[src/rtl/fpu_wb_cmd_regs.sv]
// Wishbone-classic register bank and command sequencer in front of the FPU core.
// Holds operands, rounding mode and operation; issues a one-cycle start strobe,
// then waits for the FPU result or a timeout and reports done/timeout status.
//
// state | meaning
// ------+---------------------------------------------------------------
// IDLE  | no command in flight; waits for a start write to OP
// ISSUE | fpu_valid_o high for this single cycle
// WAIT  | waiting for fpu_valid_i; timeout down-counter running
//
// Register writes commit on the clock edge that ends the ack cycle, so the
// master must hold stb/cyc/adr/dat through ack (standard classic handshake).
// That commit point plus the IDLE->ISSUE hop gives the 2-cycle ack-to-strobe
// latency.
module fpu_wb_cmd_regs #(
    parameter logic [31:0] BASE_ADR = 32'h3000_0000,
    parameter int unsigned OP_W     = 12,
    parameter logic [15:0] TIMEOUT  = 16'd1024
) (
    input  logic            wb_clk_i,
    input  logic            wb_rst_i,
    input  logic            wbs_stb_i,
    input  logic            wbs_cyc_i,
    input  logic            wbs_we_i,
    input  logic [3:0]      wbs_sel_i,
    input  logic [31:0]     wbs_adr_i,
    input  logic [31:0]     wbs_dat_i,
    output logic            wbs_ack_o,
    output logic [31:0]     wbs_dat_o,
    output logic [31:0]     fpu_a_o,
    output logic [31:0]     fpu_b_o,
    output logic [31:0]     fpu_c_o,
    output logic [OP_W-1:0] fpu_op_o,
    output logic [2:0]      fpu_rm_o,
    output logic            fpu_valid_o,
    input  logic [31:0]     fpu_result_i,
    input  logic [4:0]      fpu_flags_i,
    input  logic            fpu_valid_i,
    output logic            irq_o
);

    localparam logic [7:0] OFF_A      = 8'h00;
    localparam logic [7:0] OFF_B      = 8'h04;
    localparam logic [7:0] OFF_C      = 8'h08;
    localparam logic [7:0] OFF_RESULT = 8'h0C;
    localparam logic [7:0] OFF_FLAGS  = 8'h10;
    localparam logic [7:0] OFF_STATUS = 8'h14;
    localparam logic [7:0] OFF_OP     = 8'h1C;
    localparam logic [7:0] OFF_RM     = 8'h24;

    // byte lane that carries the OP valid bit
    localparam int unsigned VALID_LANE = OP_W / 8;

    typedef enum logic [1:0] {
        ST_IDLE  = 2'd0,
        ST_ISSUE = 2'd1,
        ST_WAIT  = 2'd2
    } state_t;

    state_t state_q, state_d;

    logic [31:0]     a_q, b_q, c_q, result_q;
    logic [4:0]      flags_q;
    logic [OP_W-1:0] op_q, op_d;
    logic [2:0]      rm_q;
    logic            ie_q, done_q, timeout_q, wr_busy_q, start_pend_q;
    logic [15:0]     cnt_q;
    logic            ack_q;
    logic [31:0]     dat_q, rd_data;

    logic            adr_hit, req, wr_en, busy;
    logic [7:0]      off;
    logic            wr_status, wr_data_reg, wr_start;
    logic            go_issue, load_cnt, dec_cnt, set_done, set_timeout;

    function automatic logic [31:0] byte_merge(input logic [31:0] old_v,
                                               input logic [31:0] new_v,
                                               input logic [3:0]  sel);
        logic [31:0] res;
        for (int i = 0; i < 4; i++) begin
            res[8*i +: 8] = sel[i] ? new_v[8*i +: 8] : old_v[8*i +: 8];
        end
        return res;
    endfunction

    assign off     = wbs_adr_i[7:0];
    assign adr_hit = (wbs_adr_i[31:8] == BASE_ADR[31:8]);
    assign req     = wbs_stb_i & wbs_cyc_i & adr_hit;
    // commit point: the ack cycle of a write
    assign wr_en   = ack_q & req & wbs_we_i;

    // a pending start counts as busy so nothing slips in before ISSUE
    assign busy    = (state_q != ST_IDLE) | start_pend_q;

    assign wr_status   = wr_en & (off == OFF_STATUS);
    assign wr_data_reg = wr_en & ((off == OFF_A) | (off == OFF_B) | (off == OFF_C) |
                                  (off == OFF_OP) | (off == OFF_RM));
    assign wr_start    = wr_en & (off == OFF_OP) & ~busy &
                         wbs_sel_i[VALID_LANE] & wbs_dat_i[OP_W];

    // per-bit byte-masked merge of the op field
    always_comb begin
        op_d = op_q;
        for (int i = 0; i < int'(OP_W); i++) begin
            if (wbs_sel_i[i/8]) begin
                op_d[i] = wbs_dat_i[i];
            end
        end
    end

    // read mux; unmapped offsets return zero
    always_comb begin
        rd_data = '0;
        case (off)
            OFF_A:      rd_data = a_q;
            OFF_B:      rd_data = b_q;
            OFF_C:      rd_data = c_q;
            OFF_RESULT: rd_data = result_q;
            OFF_FLAGS:  rd_data = {27'b0, flags_q};
            OFF_STATUS: rd_data = {23'b0, ie_q, 4'b0, wr_busy_q, timeout_q, done_q, busy};
            OFF_OP:     rd_data[OP_W-1:0] = op_q;
            OFF_RM:     rd_data = {29'b0, rm_q};
            default:    rd_data = '0;
        endcase
    end

    // one-wait-state ack and read data, both single-cycle
    always_ff @(posedge wb_clk_i or posedge wb_rst_i) begin
        if (wb_rst_i) begin
            ack_q <= 1'b0;
            dat_q <= '0;
        end else begin
            ack_q <= req & ~ack_q;
            dat_q <= (req & ~ack_q) ? rd_data : 32'h0;
        end
    end

    // operand/config registers; dropped while a command is in flight
    always_ff @(posedge wb_clk_i or posedge wb_rst_i) begin
        if (wb_rst_i) begin
            a_q  <= '0;
            b_q  <= '0;
            c_q  <= '0;
            op_q <= '0;
            rm_q <= '0;
        end else if (wr_en && !busy) begin
            case (off)
                OFF_A:   a_q  <= byte_merge(a_q, wbs_dat_i, wbs_sel_i);
                OFF_B:   b_q  <= byte_merge(b_q, wbs_dat_i, wbs_sel_i);
                OFF_C:   c_q  <= byte_merge(c_q, wbs_dat_i, wbs_sel_i);
                OFF_OP:  op_q <= op_d;
                OFF_RM:  if (wbs_sel_i[0]) rm_q <= wbs_dat_i[2:0];
                default: ;
            endcase
        end
    end

    // interrupt enable, writable at any time
    always_ff @(posedge wb_clk_i or posedge wb_rst_i) begin
        if (wb_rst_i) begin
            ie_q <= 1'b0;
        end else if (wr_status && wbs_sel_i[1]) begin
            ie_q <= wbs_dat_i[8];
        end
    end

    // start request latched by the OP write, consumed by IDLE->ISSUE
    always_ff @(posedge wb_clk_i or posedge wb_rst_i) begin
        if (wb_rst_i) begin
            start_pend_q <= 1'b0;
        end else if (go_issue) begin
            start_pend_q <= 1'b0;
        end else if (wr_start) begin
            start_pend_q <= 1'b1;
        end
    end

    // sticky status bits; hardware set beats a same-cycle W1C
    always_ff @(posedge wb_clk_i or posedge wb_rst_i) begin
        if (wb_rst_i) begin
            done_q    <= 1'b0;
            timeout_q <= 1'b0;
            wr_busy_q <= 1'b0;
        end else begin
            if (set_done) begin
                done_q <= 1'b1;
            end else if (go_issue || (wr_status && wbs_sel_i[0] && wbs_dat_i[1])) begin
                done_q <= 1'b0;
            end

            if (set_timeout) begin
                timeout_q <= 1'b1;
            end else if (go_issue || (wr_status && wbs_sel_i[0] && wbs_dat_i[2])) begin
                timeout_q <= 1'b0;
            end

            if (wr_data_reg && busy) begin
                wr_busy_q <= 1'b1;
            end else if (wr_status && wbs_sel_i[0] && wbs_dat_i[3]) begin
                wr_busy_q <= 1'b0;
            end
        end
    end

    // result capture only on a response accepted in WAIT
    always_ff @(posedge wb_clk_i or posedge wb_rst_i) begin
        if (wb_rst_i) begin
            result_q <= '0;
            flags_q  <= '0;
        end else if (set_done) begin
            result_q <= fpu_result_i;
            flags_q  <= fpu_flags_i;
        end
    end

    // timeout down-counter, terminal count at zero
    always_ff @(posedge wb_clk_i or posedge wb_rst_i) begin
        if (wb_rst_i) begin
            cnt_q <= '0;
        end else if (load_cnt) begin
            cnt_q <= TIMEOUT;
        end else if (dec_cnt) begin
            cnt_q <= cnt_q - 16'd1;
        end
    end

    // state register
    always_ff @(posedge wb_clk_i or posedge wb_rst_i) begin
        if (wb_rst_i) begin
            state_q <= ST_IDLE;
        end else begin
            state_q <= state_d;
        end
    end

    // next-state and sequencer strobes
    always_comb begin
        state_d     = state_q;
        fpu_valid_o = 1'b0;
        go_issue    = 1'b0;
        load_cnt    = 1'b0;
        dec_cnt     = 1'b0;
        set_done    = 1'b0;
        set_timeout = 1'b0;
        case (state_q)
            ST_IDLE: begin
                if (start_pend_q) begin
                    go_issue = 1'b1;
                    state_d  = ST_ISSUE;
                end
            end
            ST_ISSUE: begin
                fpu_valid_o = 1'b1;
                load_cnt    = 1'b1;
                state_d     = ST_WAIT;
            end
            ST_WAIT: begin
                if (fpu_valid_i) begin
                    set_done = 1'b1;
                    state_d  = ST_IDLE;
                end else if (cnt_q == 16'd0) begin
                    set_timeout = 1'b1;
                    state_d     = ST_IDLE;
                end else begin
                    dec_cnt = 1'b1;
                end
            end
            default: state_d = ST_IDLE;
        endcase
    end

    assign wbs_ack_o = ack_q;
    assign wbs_dat_o = dat_q;
    assign fpu_a_o   = a_q;
    assign fpu_b_o   = b_q;
    assign fpu_c_o   = c_q;
    assign fpu_op_o  = op_q;
    assign fpu_rm_o  = rm_q;
    assign irq_o     = done_q & ie_q;

endmodule

[config.mk]
export PLATFORM = sky130hd
export DESIGN_NAME = fpu_wb_cmd_regs
export DESIGN_NICKNAME = d
export VERILOG_FILES = /design/src/rtl/fpu_wb_cmd_regs.sv
export SDC_FILE = /design/constraint.sdc
export NUM_CORES = 1
export LEC_CHECK = 0
export ABC_CLOCK_PERIOD_IN_PS = 8300
export CAP_MARGIN = 10
export CORE_MARGIN = 2
export CORE_UTILIZATION = 50
export CTS_BUF_LIST = sky130_fd_sc_hd__clkbuf_16
export CTS_CLUSTER_DIAMETER = 100
export CTS_CLUSTER_SIZE = 8
export DETAILED_ROUTE_END_ITERATION = 8
export DONT_BUFFER_PORTS = 1
export GPL_ROUTABILITY_DRIVEN = 0
export GPL_TIMING_DRIVEN = 0
export PLACE_DENSITY = 0.65
export REMOVE_ABC_BUFFERS = 1
export SLEW_MARGIN = 15
export SYNTH_ARGS = -nofsm -noshare
export SYNTH_HDL_FRONTEND = slang
export SYNTH_SLANG_ARGS = --single-unit
[constraint.sdc]
create_clock -name wb_clk_i -period 8.3 [get_ports wb_clk_i]
set_input_delay 2.49 -clock wb_clk_i [delete_from_list [all_inputs] [get_ports wb_clk_i]]
set_output_delay 2.49 -clock wb_clk_i [all_outputs]
set_load 0.03 [all_outputs]
# [After elaboration in Yosys (flattened, before gate mapping)]
# Cells that the tools add are included.
[word_totals] reg_bits=204 in_bits=111 out_inout_bits=146 wordCells=121
[op_classes] add_sub_neg=1 n_eq_ne=12 mux=28 bitwise=19 reduce_logical=35
[ops] operator="12-bit case mux with 8 select lines" n=1
[ops] operator="20-bit case mux with 4 select lines" n=1
[ops] operator="3-bit AND reduction" n=15
[ops] operator="16-bit two-way mux" n=2
[ops] operator="32-bit two-way mux" n=1
[ops] operator="24-bit by 22-bit equality test with 1-bit output (second input constant)" n=1
[ops] operator="8-bit by 5-bit equality test with 1-bit output (second input constant)" n=3
[ops] operator="1-bit two-way mux" n=19
[ops] operator="8-bit by 4-bit equality test with 1-bit output (second input constant)" n=2
[ops] operator="16-bit logical NOT" n=1
[ops] operator="16-bit by 1-bit subtractor with 16-bit output (second input constant)" n=1
[ops] operator="1-bit bitwise AND" n=12
[ops] operator="2-bit nonzero test" n=6
[ops] operator="8-bit by 3-bit equality test with 1-bit output (second input constant)" n=1
[ops] operator="8-bit by 6-bit equality test with 1-bit output (second input constant)" n=1
[ops] operator="8-bit logical NOT" n=1
[ops] operator="1-bit logical AND" n=7
[ops] operator="2-bit two-way mux" n=3
[ops] operator="2-bit case mux with 3 select lines" n=1
[ops] operator="1-bit OR" n=5
[ops] operator="3-bit inequality test (second input constant)" n=1
[ops] operator="2-bit by 1-bit equality test with 1-bit output (second input constant)" n=1
[ops] operator="2-bit equality test (second input constant)" n=1
[ops] operator="2-bit logical NOT" n=1
[ops] operator="5 further kinds" n=7

# [Logic depth before layout (Yosys ltp)]
# Gate-level depths: netlist of run 1.
[logic_depth] depth_word=10 depth_mapped=8 mapped_depth_nobuf=6

# [Least setup slack after synthesis of run 1]
# No wires, ideal clock.
[synth_timing] kind="input -> register" from="in wbs_adr_i[1]" to="reg rm_q[0], in the netlist fpu_rm_o[0]" setup_time_ps=125 t_arrival_ps=4266 required_time_ps=8175 setup_slack_ps=3909 cell_stages=6 n_path_buf=2 cell_sequence="clkbuf_2 > or4b_1 > clkbuf_1 > or2_2 > nor4_4 > mux2_2"
[synth_between] elab_chain_cells=2
[synth_lines] element="start, declared" line_no="26" source="input logic [31:0] wbs_adr_i,"
[synth_lines] element="8-bit by 6-bit equality test with 1-bit output" line_no="147" source="case (off)"
[synth_lines] element="3-bit AND reduction (no line)"
[synth_lines] element="end signal, assigned" line_no="152" source="OFF_RM: if (wbs_sel_i[0]) rm_q <= wbs_dat_i[2:0];"
[synth_lines] element="end, declared" line_no="65" source="logic [2:0] rm_q;"
# Every way passes these cells.
# A chain may end at the register's enable or synchronous reset.

# [Final worst setup path of run 1]
[layout_timing] from="in wbs_adr_i[21]" to="reg a_q[23], in the netlist fpu_a_o[23]"
[layout_between] elab_chain_cells=6
[layout_lines] element="24-bit by 22-bit equality test with 1-bit output" line_no="87" source="assign adr_hit = (wbs_adr_i[31:8] == BASE_ADR[31:8]);"
[layout_lines] element="1-bit bitwise AND" line_no="88" source="assign req = wbs_stb_i & wbs_cyc_i & adr_hit;"
[layout_lines] element="1-bit bitwise AND (2 in a row)" line_no="90" source="assign wr_en = ack_q & req & wbs_we_i;"
[layout_lines] element="1-bit logical AND" line_no="146" source="end else if (wr_en && !busy) begin"
[layout_lines] element="3-bit AND reduction (no line)"
[layout_lines] element="end signal, assigned" line_no="148" source="OFF_A: a_q <= byte_merge(a_q, wbs_dat_i, wbs_sel_i);"
[layout_lines] element="end, declared" line_no="62" source="logic [31:0] a_q, b_q, c_q, result_q;"
# Every way passes these cells.

==> results.ini, run 1 <==
[outcome]
status=complete, no violations

[drt]
totalWireLength_um=25600
post-route-drc-count=0
routedWlPerCell_um=27.9
vias=6234
viasPerCell=6.78
ant_nets=0
drt_iter0_drc=451
drt_pre_antenna_iters=5

[power_and_ir_drop]
vdd_ir_drop_max_uv=210
p_leak_nw=4.63
power_density_nw_per_um2=207
total_power_mw=2.12

[logic_synthesis]
yosysSeqAreaShare=0.564
ys_ff_latch=204
synth_mux_area_frac=0.205
syn_area_per_cell_um2=13.3
synthFlopType=dfrtp_1
synth-edff-count=0
synth_compound_area_frac=0.0897
synthTopCellsByCount=204 x dfrtp_1, 145 x mux2_2, 50 x nand2_1
postSynthCellCount=683
synth_cell_types=61
synth_top_family_by_area=multiplexers
synth-simple-area-share=0.118
synth_xor_area_frac=0
yosysTopAreaCell=dfrtp_1
synth.top_cell.area_share=0.564
netlist_area_um2=9060
synth.most_common_cell=dfrtp_1
synth_area_leaders=dfrtp_1 56%, mux2_2 18%, a222oi_1 3.0%
synthAdderAreaFrac=0.00138
async_reset_ff_frac=1.00
yosys_warnings=0

[clocking]
holdBufCountCts=0
htreeDepth=1
cts_resized=0
cts_tree=built
clk_pin_slew_ns=0.05
postCtsSetupBuffers=0
cts_made_buffers=29
cts_root_buf=clkbuf_16
clk_latency_ns=0.52
cts.sinks=204
clock_path_buffers=3

[global_routing]
grt-ovfl-total=0
grt_pass1_vias=6675
grt_max_degree=105
grt_first_pass_wirelength_um=39400
antenna_found_initial=0
grt_usage=0.263

[timing]
finalSetupViolCount=0
setup_tns_ns=0
rsz0062_at_grt=no
finClkSkew_ns=0.00854
fin_crit_sh=0.566
relSlewSlack=0.321
slew_violations=0
worst_pin_slew_ns=1.01
fin_ws_ns=3.60
finalCriticalPeriod_ns=4.70
final_hold_viol_count=0
clock.fmax_mhz=213
hold_slack_ns=0.489

[worst_setup_path]
startpoint_type=input port
worstPathMaxFanout=12
worstPathArrival_ns=5.10
r2r_setup_slack_ns=5.39
critPathRequiredTime_ns=8.70
critPathKind=in -> reg
end_kind=flip-flop
reg2regPathDepth=4

[layout]
final_layout_size_suffix_gt1_frac=0.317
area_delta_synth_final_pct=12.8
nets=803
diodes=0

[floorplanning]
io_pins=257
coreArea_um2=17800
dieHeight_um=139
die_w_um=139
rows=49
initial_core_util=0.508
die-area_um2=19200

[worst_hold_path]
whs_path_depth=1
hold_path_class=reg -> reg

[placement]
port_buffers=0
dp_slack_ns=3.07
hpwl_um=17800

[run]
drv_cap=0

## cells by family after synthesis
family / after synthesis
buffers and inverters: 47
multiplexers: 165
adder cells (fa/ha/maj): 1
flip-flops: 204
AND/OR/NAND/NOR: 157
AO/OA/AOI/OAI: 109
## where the power goes
group / switching (mW) / total [mW] / internal [mW]
sequential: 0.0133 / 1.03 / 1.02
combinational: 0.0339 / 0.0596 / 0.0257
clock: 0.390 / 1.03 / 0.635
## final cells by class
class,instances,area [um2]
fillers,1429,7630
flip-flops and latches,204,5100
multi-input cells,432,3770
clock buffers,29,726
well taps,229,287
repair buffers,14,246
inverters,10,45.0
clock inverters,1,30.0
## registers in the layout, indices dropped and copies added (netlist names)
signal        flops
result_q         32
wbs_ack_o         1
fpu_b_o          32
start_pend_q      1
state_q           2
flags_q           5
fpu_c_o          32
ie_q              1
cnt_q            16
wbs_dat_o        32
done_q            1
fpu_rm_o          3
fpu_op_o         12
timeout_q         1
wr_busy_q         1
fpu_a_o          32
## layout by cell type, fill, tap and decap left out, types with 3 or more instances in the layout
| master | n |
|---|---|
| nor2_1 | 11 |
| mux2_1 | 5 |
| nor4_4 | 10 |
| inv_1 | 9 |
| nand3b_1 | 3 |
| a31oi_1 | 5 |
| a22oi_1 | 14 |
| nor4bb_1 | 3 |
| buf_4 | 3 |
| a2111o_1 | 4 |
| buf_16 | 5 |
| nand3_1 | 7 |
| buf_8 | 5 |
| clkbuf_16 | 29 |
| dfrtp_1 | 204 |
| mux2i_1 | 14 |
| a21oi_1 | 30 |
| or4_1 | 6 |
| nand2_1 | 50 |
| o2111ai_1 | 4 |
| o21ai_0 | 10 |
| nor3_2 | 3 |
| nor3_1 | 10 |
| mux2_2 | 145 |
| nor4_1 | 9 |
| nand4_1 | 13 |
| a222oi_1 | 27 |
## worst paths after layout
| check | end | startpoint |
|---|---|---|
| min in group asynchronous | fpu_b_o[9] | wb_rst_i |
| hold / removal | cnt_q[5] | cnt_q[5] |
| hold reg to reg | cnt_q[5] | cnt_q[5] |
| setup reg to reg | fpu_a_o[2] | state_q[0] |
| setup / recovery | fpu_a_o[23] | wbs_adr_i[21] |
| max in group asynchronous | wbs_dat_o[6] | wb_rst_i |
## metal layers
metal	vias to the layer above	part of all wire	GRT usage
met3	48	0.11	0.0919
met5	-	0	0
met1	3231	0.38	0.326
met4	0	0.021	0.0757
met2	329	0.49	0.438
li1	2626	-	-
## critical path: stages
cell and delay (ns):
nor4_1 0.48, nand3_1 0.74, or4_1 0.99, mux2_1 0.40
## through the flow
| step | instances | cell area (um2) | util |
|---|---|---|---|
| 2_1_floorplan | 646 | 8890 | - |
| 3_3_place_gp | 875 | 9180 | 0.514 |
| 3_5_place_dp | 889 | 9450 | 0.530 |
| 4_1_cts | 919 | 10200 | 0.572 |
| 5_1_grt | 919 | 10200 | 0.572 |
| 6_report | 919 | 10200 | 0.572 |
No activity file was read; power rests on OpenSTA's default activity.
==> inputs of run 2 (changes only) <==
--- a/config.mk
+++ b/config.mk
@@ -5,7 +5,8 @@
 export SDC_FILE = /design/constraint.sdc
 export NUM_CORES = 1
 export LEC_CHECK = 0
-export ABC_CLOCK_PERIOD_IN_PS = 8300
+export ABC_AREA = 1
+export ABC_CLOCK_PERIOD_IN_PS = 4050
 export CAP_MARGIN = 10
 export CORE_MARGIN = 2
 export CORE_UTILIZATION = 50
==> constraint.sdc (replaced) <==
create_clock -name wb_clk_i -period 4.05 [get_ports wb_clk_i]
set_input_delay 1.215 -clock wb_clk_i [delete_from_list [all_inputs] [get_ports wb_clk_i]]
set_output_delay 1.215 -clock wb_clk_i [all_outputs]
set_load 0.03 [all_outputs]
==> results.ini, run 2 <==
[timing]
clock.fmax_mhz=311
finalSetupViolCount=0  ; unchanged
final_hold_viol_count=0  ; unchanged
relSlewSlack=0.256  ; -0.0645
hold_slack_ns=0.475  ; -0.0139 ns
finalCriticalPeriod_ns=3.22
finClkSkew_ns=0.0101  ; +0.00158 ns
fin_ws_ns=0.834  ; -2.77 ns
fin_crit_sh=0.794
rsz0062_at_grt=no
worst_pin_slew_ns=1.11  ; +0.0996 ns
slew_violations=0  ; unchanged

[power_and_ir_drop]
p_int_mw=3.88  ; +130%
power_density_nw_per_um2=511  ; +150%
p_leak_nw=5.18  ; +12%
switching_share=0.259  ; +0.0526
total_power_mw=5.23  ; +150%
pwr-share-comb=0.132  ; +0.104
vdd_ir_drop_max_uv=355  ; +70%
switchingPower_mw=1.36  ; +210%
p_seq_frac=0.466  ; -0.022
clkPwrFrac=0.402  ; -0.082

[clocking]
clk_latency_ns=0.53  ; about the same
cts_resized=0  ; unchanged
cts_made_buffers=29  ; unchanged
htreeDepth=1  ; unchanged
postCtsSetupBuffers=0  ; unchanged
cts_tree=built
holdBufCountCts=0  ; unchanged
cts_root_buf=clkbuf_16
clock_path_buffers=3  ; unchanged
cts.sinks=204  ; unchanged
clk_pin_slew_ns=0.05  ; about the same

[floorplanning]
dieHeight_um=140  ; +0.70%
initial_core_util=0.510  ; +0.00211
rows=49  ; unchanged
io_pins=257  ; unchanged
die_w_um=140  ; +0.70%
coreArea_um2=18000  ; +1.0%
die-area_um2=19500  ; +1.4%

[drt]
viasPerCell=5.73  ; -16%
post-route-drc-count=0  ; unchanged
totalWireLength_um=26800  ; +4.5%
ant_nets=0  ; unchanged
vias=7608  ; +22%
drt_iter0_drc=560  ; +24%
drt_pre_antenna_iters=5  ; unchanged
routedWlPerCell_um=20.2  ; -28%

[worst_setup_path]
r2r_setup_slack_ns=1.16  ; -4.23 ns
r2r_end=fpu_c_o[20]
slowest_stage=nor2_1
r2r_start=state_q[1]
critPathKind=in -> reg
reg2regPathDepth=7  ; +3
crit_start=wbs_adr_i[7]
worstPathArrival_ns=3.67  ; -1.43 ns
cp_common_cell=nand2_1
critPathRequiredTime_ns=4.50  ; -4.20 ns
critPathMaxStageDelay_ns=0.62  ; -0.37 ns
worstPathMaxFanout=36  ; +24
crit_cells=10  ; +6
crit_path_cell_trace=nor2_1 -> nand2_1 -> inv_2 -> nand3_1 -> nor2_4 -> buf_12 -> inv_2 -> nor2_1 -> nand2_1 -> nand2_1
crit_buf_inv=3  ; +3
end_kind=flip-flop
worstSetupEndpoint=fpu_c_o[20]
crit_family=simple AND/OR/NAND/NOR gates
startpoint_type=input port

[logic_synthesis]
syn_area_per_cell_um2=8.31  ; -37%
synth.top_cell.area_share=0.556  ; -0.00806
synth_cell_types=26  ; -57%
synthFlopType=dfrtp_1
synth-edff-count=0  ; unchanged
ys_ff_latch=204  ; unchanged
synth.most_common_cell=nand2_1
yosysSeqAreaShare=0.556  ; -0.00806
netlist_area_um2=9190  ; +1.5%
yosysTopAreaCell=dfrtp_1
postSynthCellCount=1106  ; +62%
synth_area_leaders=dfrtp_1 56%, nand2_1 17%, o21ai_0 7.2%
synthTopCellsByCount=428 x nand2_1, 204 x dfrtp_1, 132 x o21ai_0
yosys_warnings=0  ; unchanged
async_reset_ff_frac=1.00  ; unchanged

[run]
drv_cap=0  ; unchanged

[layout]
area_delta_synth_final_pct=11.4
finalCoreUtilization=0.568  ; -0.00466
diodes=0  ; unchanged
layout_commonest_cell=nand2_1
nets=1212  ; +51%
fillers=1665  ; +17%
final_layout_size_suffix_gt1_frac=0.0755  ; -0.242
layout_common_cells=428 x nand2_1, 204 x dfrtp_1, 132 x o21ai_0, 95 x nor2_1, 55 x inv_1

[global_routing]
grt-ovfl-total=0  ; unchanged
grt_pass1_vias=7786  ; +17%
antenna_found_initial=0  ; unchanged
grt_first_pass_wirelength_um=43200  ; +9.4%
grt_max_degree=110  ; +4.8%
grt_usage=0.278  ; +0.0153

[placement]
dp_slack_ns=-0.0258  ; -3.10 ns
port_buffers=0  ; unchanged
hpwl_um=17400  ; -2.6%

[outcome]
status=complete, no violations

[worst_hold_path]
hold_start=wr_busy_q
hold_path_class=reg -> reg

==> run 2: changes by cell type after synthesis, sizes merged, moves of 15 or more <==
cell	change
nand2	+378
mux2	-123
o21ai	+123
nor2	+89
inv	+52
nand3	+32
a222oi	-27
a41oi	+20
nor4	-20
a21oi	-15
==> run 2: worst reg2reg max path: stages (launching register included) <==
cell and delay, ns:
dfrtp_1 0.42, nor2_1 0.10, inv_1 0.06, nor2_1 0.51
nand3_1 0.75, nor2_1 0.78, nand2_1 0.12, nand2_1 0.10
==> run 2: final cells by class <==
cell class / count / area (um2) / share of cell area
inverter: 62 / 240 / 0.0235
multi-input combinational: 798 / 3720 / 0.364
clock buffer: 29 / 726 / 0.0709
timing repair buffer: 5 / 123 / 0.0120
clock inverter: 1 / 30.0 / 0.00293
sequential: 204 / 5100 / 0.499
tap: 229 / 287 / 0.0280
==> run 2: metrics by stage <==
step / instances / cell area [um2] / TNS [ns]
floorplan: 1064 / 9020 / -557.41
global placement: 1293 / 9310 / -1177.12
detailed placement: 1298 / 9470 / -0.0258
CTS: 1328 / 10200 / 0
global route: 1328 / 10200 / 0
finish: 1328 / 10200 / 0
==> run 2: how the worst min path moves through the flow <==
stage | to | slack [ns] | cells after the start
after floorplan | wr_busy_q | 0.44 | 2
after global placement | wr_busy_q | 0.46 | 2
after detailed placement | wr_busy_q | 0.47 | 2
after CTS | wr_busy_q | 0.48 | 2
after global routing | wr_busy_q | 0.51 | 2
final | wr_busy_q | 0.48 | 2
==> run 2: kinds of logic (layout without fill, tap and decap cells) <==
family                     count (synthesis)  count (layout)  synth area share
AOI/OAI and AO/OA                        177             177             0.106
xor gates and xnor gates                   7               7           0.00667
adders and majority gates                  1               1           0.00136
buffers and inverters                    104              97            0.0436
DFF                                      204             204             0.556
muxes                                     27              27            0.0331
and+or+nand+nor                          586             586             0.253
==> run 2: per-layer routing <==
metal  vias to the layer above  GRT usage  share of wire  wire [um]
met3                        63     0.0778          0.088       2360
met2                       306      0.460           0.48      12900
li1                       3553          -              -          -
met1                      3686      0.359           0.40      10800
met5                         -          0              0          0
met4                         0     0.0842          0.030        813
==> run 2: power groups by stage <==
| stage | sequential [mW] | combinational, mW | clock (mW) |
|---|---|---|---|
| after CTS | 2.44 | 0.699 | 2.13 |
| after global placement | 2.46 | 0.681 | 0 |
| after floorplan | 2.43 | 0.561 | 0 |
| after detailed placement | 2.47 | 0.700 | 0 |
| final | 2.44 | 0.689 | 2.10 |
| after global routing | 2.48 | 0.798 | 2.21 |
